<file path="config.mk">
export PLATFORM = sky130hd
export DESIGN_NAME = prog_loader
export DESIGN_NICKNAME = d
export VERILOG_FILES = /design/src/rtl/prog_loader.sv
export SDC_FILE = /design/constraint.sdc
export NUM_CORES = 1
export LEC_CHECK = 0
export ABC_AREA = 1
export CORE_MARGIN = 5
export CORE_UTILIZATION = 25
export DETAILED_ROUTE_END_ITERATION = 12
export GPL_ROUTABILITY_DRIVEN = 0
export SYNTH_ARGS = -nofsm -noshare
export SYNTH_HDL_FRONTEND = slang
export SYNTH_SLANG_ARGS = --single-unit
</file>
<file path="constraint.sdc">
create_clock -name clk_i -period 2.1 [get_ports clk_i]
set_clock_uncertainty 0.2 [all_clocks]
set_input_delay 0.42 -clock clk_i [delete_from_list [all_inputs] [get_ports clk_i]]
set_output_delay 0.42 -clock clk_i [all_outputs]
set_load 0.05 [all_outputs]
</file>
<file path="src/rtl/prog_loader.sv">
// Boot loader: receives a framed byte stream (length, payload, xor checksum), writes
// little-endian words to program memory and releases the core once the checksum matches.
module prog_loader #(
  parameter int ILen      = 32,
  parameter int AddrWidth = 16
) (
  input  logic                 clk_i,
  input  logic                 rst_i,
  input  logic                 start_i,
  input  logic                 rx_valid_i,
  input  logic [7:0]           rx_data_i,
  output logic                 rx_ready_o,
  output logic                 pmem_we_o,
  output logic [AddrWidth-1:0] pmem_waddr_o,
  output logic [ILen-1:0]      pmem_wdata_o,
  output logic                 core_rst_no,
  output logic                 busy_o,
  output logic                 done_o,
  output logic                 err_o
);

  localparam int WIdx = AddrWidth - 2;

  typedef enum logic [2:0] {IDLE, LEN0, LEN1, DATA, CSUM, DONE, ERR} state_t;

  state_t                state_q, state_d;
  logic [15:0]           len_q, len_d;
  logic [WIdx-1:0]       word_idx_q, word_idx_d;
  logic [1:0]            byte_idx_q, byte_idx_d;
  logic [ILen-1:0]       word_q, word_d;
  logic [7:0]            csum_q, csum_d;
  logic                  pmem_we_q, pmem_we_d;
  logic [AddrWidth-1:0]  pmem_waddr_q, pmem_waddr_d;
  logic [ILen-1:0]       pmem_wdata_q, pmem_wdata_d;
  logic                  xfer;
  logic [15:0]           len_full;

  assign rx_ready_o   = (state_q == LEN0) || (state_q == LEN1) ||
                        (state_q == DATA) || (state_q == CSUM);
  assign busy_o       = rx_ready_o;
  assign done_o       = (state_q == DONE);
  assign core_rst_no  = (state_q == DONE);
  assign err_o        = (state_q == ERR);
  assign pmem_we_o    = pmem_we_q;
  assign pmem_waddr_o = pmem_waddr_q;
  assign pmem_wdata_o = pmem_wdata_q;

  assign xfer     = rx_valid_i && rx_ready_o;
  assign len_full = {rx_data_i, len_q[7:0]};

  always_comb begin
    state_d      = state_q;
    len_d        = len_q;
    word_idx_d   = word_idx_q;
    byte_idx_d   = byte_idx_q;
    word_d       = word_q;
    csum_d       = csum_q;
    pmem_we_d    = 1'b0;
    pmem_waddr_d = pmem_waddr_q;
    pmem_wdata_d = pmem_wdata_q;

    case (state_q)
      IDLE, DONE, ERR: begin
        if (start_i) begin
          state_d    = LEN0;
          len_d      = '0;
          word_idx_d = '0;
          byte_idx_d = '0;
          word_d     = '0;
          csum_d     = '0;
        end
      end
      LEN0: begin
        if (xfer) begin
          len_d   = {8'h00, rx_data_i};
          state_d = LEN1;
        end
      end
      LEN1: begin
        if (xfer) begin
          len_d = len_full;
          if (32'(len_full) > (32'd1 << WIdx)) state_d = ERR;
          else if (len_full == 16'd0)          state_d = CSUM;
          else                                 state_d = DATA;
        end
      end
      DATA: begin
        if (xfer) begin
          word_d[8*byte_idx_q +: 8] = rx_data_i;
          csum_d     = csum_q ^ rx_data_i;
          byte_idx_d = byte_idx_q + 2'd1;
          if (byte_idx_q == 2'd3) begin
            // Word complete: strobe lands in the next cycle (first CSUM cycle for the last word).
            pmem_we_d    = 1'b1;
            pmem_waddr_d = {word_idx_q, 2'b00};
            pmem_wdata_d = word_d;
            word_idx_d   = word_idx_q + 1'b1;
            if ((32'(word_idx_q) + 32'd1) == 32'(len_q)) state_d = CSUM;
          end
        end
      end
      CSUM: begin
        if (xfer) state_d = (rx_data_i == csum_q) ? DONE : ERR;
      end
      default: state_d = IDLE;
    endcase
  end

  always_ff @(posedge clk_i) begin
    if (rst_i) begin
      state_q      <= IDLE;
      len_q        <= '0;
      word_idx_q   <= '0;
      byte_idx_q   <= '0;
      word_q       <= '0;
      csum_q       <= '0;
      pmem_we_q    <= 1'b0;
      pmem_waddr_q <= '0;
      pmem_wdata_q <= '0;
    end else begin
      state_q      <= state_d;
      len_q        <= len_d;
      word_idx_q   <= word_idx_d;
      byte_idx_q   <= byte_idx_d;
      word_q       <= word_d;
      csum_q       <= csum_d;
      pmem_we_q    <= pmem_we_d;
      pmem_waddr_q <= pmem_waddr_d;
      pmem_wdata_q <= pmem_wdata_d;
    end
  end

endmodule

</file>
==> impl_metrics.ini <==
[sta]
relSlewSlack_pct = 64.45
rsz0062_at_grt = yes
setup_ws_ns = -0.005221
max_freq_mhz = 475.0
slew_viol_final = 0
finalCriticalPeriod_ns = 2.105
worst_slew_pin_slew_ns = 0.5332
fin_crit_sh_pct = 100.2
hold_viol = 0
setup_viol = 1

[layout]
syn_to_final_growth_pct = 42.88
fillers = 2512
drive_gt1_share_pct = 33.30
multiInputGateArea_sq_um = 3397
final_area_sq_um = 8663
register_area_sq_um = 2467
nets = 970
final_util_pct = 35.94
antennaDiodeCount = 0

[yosys]
synth_edf_count = 0
ys_ff_latch = 122
synth_cell_types = 43
ys_seq_area_share_pct = 40.28
ys_warn_count = 0
synthesis.area_sq_um = 6063
synth_async_sr_flop_share_pct = 0
syn_inst = 806
syn_area_per_cell_sq_um = 7.523
ys.flop_type = dfxtp_1

[clock_network]
cts.sinks = 122
cts_buffers = 17
h-tree-depth = 4
hold_buffers = 0
worstSkewPairLatency_ns = 0.43
clockBufferDepth = 2
cts_root_buffer = clkbuf_16
cts_tree = built
path_clk_slew_ns = 0.06

[critical_path]
crit_type = flop to flop
endpoint = state_q[1]
r2r_slack_ns = -0.005
start_kind = flop
crit_top_cell = nand2_1
worstPathMaxFanout = 5
worstSetupEndpointType = flop
rr_endpoint = state_q[1]
cp.required_ns = 2.22
cp-startpoint = word_idx_q[9]
critPathMaxStageDelay_ns = 0.43
path_cells = nand2_1, nor2_1, nand2_1, o21bai_2, buf_4, nand3b_1, nand2_1, nor2_2, nand3_2, nand2_4, a21oi_1, nor2_1
r2r-start = word_idx_q[9]
r2r_cells = 12
arrival_ns = 2.22
slowest_stage = dfxtp_1

[worst_hold_path]
hold_class = flop to flop
worstHoldPathCells = 2

[drt]
wirelength_mm = 18.88
viasPerCell = 4.671
drt_iter0_markers = 463
drc_errors = 0
num_vias = 6002
wl_per_cell_um = 14.69
firstDrtPassIters = 5
drtAntennaViolNets = 0

[power]
p_sw_mw = 5.014
pwr-share-comb_pct = 50.7
switching_share_pct = 41.76
p_leak_nw = 3.457
p_int_mw = 6.992
seqPwrFrac_pct = 25.6
clkPwrFrac_pct = 23.7
cellPowerDensity_nw_per_um2 = 1386
peakVddDrop_v = 0.0006688

[grt]
grt_pass1_wl_mm = 29.74
grt_pass1_vias = 5713
antenna_found_initial = 2
globalRoute.totalOverflow = 0
grtUsageTotal_pct = 13.18
grt_max_degree = 78

[floorplan]
rows = 57
start_util_pct = 25.15
die_w_um = 165.7
core_sq_um = 24110
io_pins = 66
die_area_sq_um = 27470
die_h_um = 165.7

[run]
maxCapViolCount = 0

[run_status]
status = complete, but fails checks
violations = negative setup slack

[placed_design]
post_dp_cell_area_sq_um = 7602
place_hpwl_mm = 12.92
io_buffers = 63
-- routing by layer --
metal	part of all wire [%]	wire, um	global-route usage, %
met1	46	8730	17.34
met2	45	8530	20.35
met3	6.1	1143	3.999
met4	2.4	461	5.093
met5	0.058	11	0
-- flip-flops by register name, indices dropped and copies added (netlist names) --
register	flops
byte_idx_q	2
csum_q	8
len_q	16
pmem_waddr_o	14
pmem_wdata_o	32
pmem_we_o	1
state_q	3
word_idx_q	14
word_q	32
-- area by class of cell --
class / instances / area share (%)
tap: 324 / 4.679
timing repair buffer: 168 / 17.03
sequential: 122 / 28.48
clock buffer: 19 / 5.113
multi-input combinational: 552 / 39.21
inverter: 89 / 4.073
clock inverter: 11 / 1.415
-- repair_timing --
action                                  4_1_cts  5_1_grt
gates cloned                                  0        3
pin swaps                                     9       27
resized for setup                            24       83
buffers inserted                             10        2
endpoints found under the setup margin       12       62
-- metrics by stage --
step | hold slack, ns | cells | power [mW] | setup TNS, ns | setup slack [ns]
4_1_cts | 0.2679 | 1281 | 11.41 | -0.03686 | -0.01851
6_report | 0.2648 | 1285 | 12.01 | -0.005221 | -0.005221
3_3_place_gp | 0.2517 | 1241 | 8.276 | -2.951 | -0.2960
3_5_place_dp | 0.2591 | 1241 | 8.330 | -3.878 | -0.2857
2_1_floorplan | 0.2445 | 807 | 6.728 | -0.1267 | -0.02534
5_1_grt | 0.2854 | 1285 | 12.71 | -0.5574 | -0.09828
-- logic make-up after synthesis --
group	after synthesis	synth area share [%]
buffers and inverters	134	9.327
XOR/XNOR	10	1.671
other	1	0.06185
AO/OA/AOI/OAI	221	25.07
flip-flops	122	40.28
AND/OR/NAND/NOR	310	21.94
adder cells (fa/ha/maj)	8	1.651
-- cell usage in the layout (no fill, tap or decap), types with 19 or more instances in the layout --
cell,n
buf_4,139
nand2_1,128
dfxtp_1,112
nor2_1,82
a21oi_1,74
inv_1,69
o21ai_0,44
nand3_1,36
a211oi_2,33
clkbuf_16,19
-- synthesized netlist by cell type (2+ instances only) --
cell type	number	area share (%)
clkbuf_1	25	1.5
o22ai_1	15	1.5
a31oi_1	6	0.62
o21ai_1	5	0.41
nor3_1	4	0.33
buf_6	3	0.56
nand3_1	53	4.4
dfxtp_1	122	40
o21bai_1	2	0.25
nand2_1	141	8.7
clkinv_1	2	0.12
nand2_4	2	0.37
inv_1	77	4.8
nor2_1	93	5.8
o211a_1	6	0.99
xnor2_1	5	0.72
xor2_1	4	0.58
buf_2	7	0.58
o21ai_0	51	4.2
buf_4	8	0.99
a211oi_2	33	6.8
nor3_2	3	0.50
ha_1	8	1.7
a21boi_0	3	0.37
o21ai_2	2	0.29
a32o_1	6	0.99
a22oi_1	9	1.1
inv_2	9	0.56
a21oi_1	79	6.5
nand4_1	8	0.83
buf_1	2	0.12
a21oi_4	2	0.54
-- power by group through the flow --
stage	logic, mW	registers, mW	clock network (mW)
4_1_cts	5.45	3.05	2.91
6_report	6.08	3.08	2.85
2_1_floorplan	3.69	3.03	0
3_3_place_gp	5.20	3.08	0
3_5_place_dp	5.25	3.08	0
5_1_grt	6.60	3.12	3.00
-- how the worst min path moves through the flow --
stage | start | endpoint | slack [ns]
finish | word_q[29] | word_q[29] | 0.26
global route | word_q[20] | word_q[20] | 0.29
CTS | word_q[17] | word_q[17] | 0.27
detailed placement | pmem_wdata_o[1] | pmem_wdata_o[1] | 0.26
global placement | word_q[28] | word_q[28] | 0.25
floorplan | word_q[24] | word_q[24] | 0.24
-- critical path, delay by kind of cell (launching register included) --
family | cells | cell delay, ns
buf+inv | 1 | 0.14
compound gates | 2 | 0.36
simple gates | 9 | 0.87
flops | 1 | 0.43
Note: power is estimated with default switching activity, not from simulation.
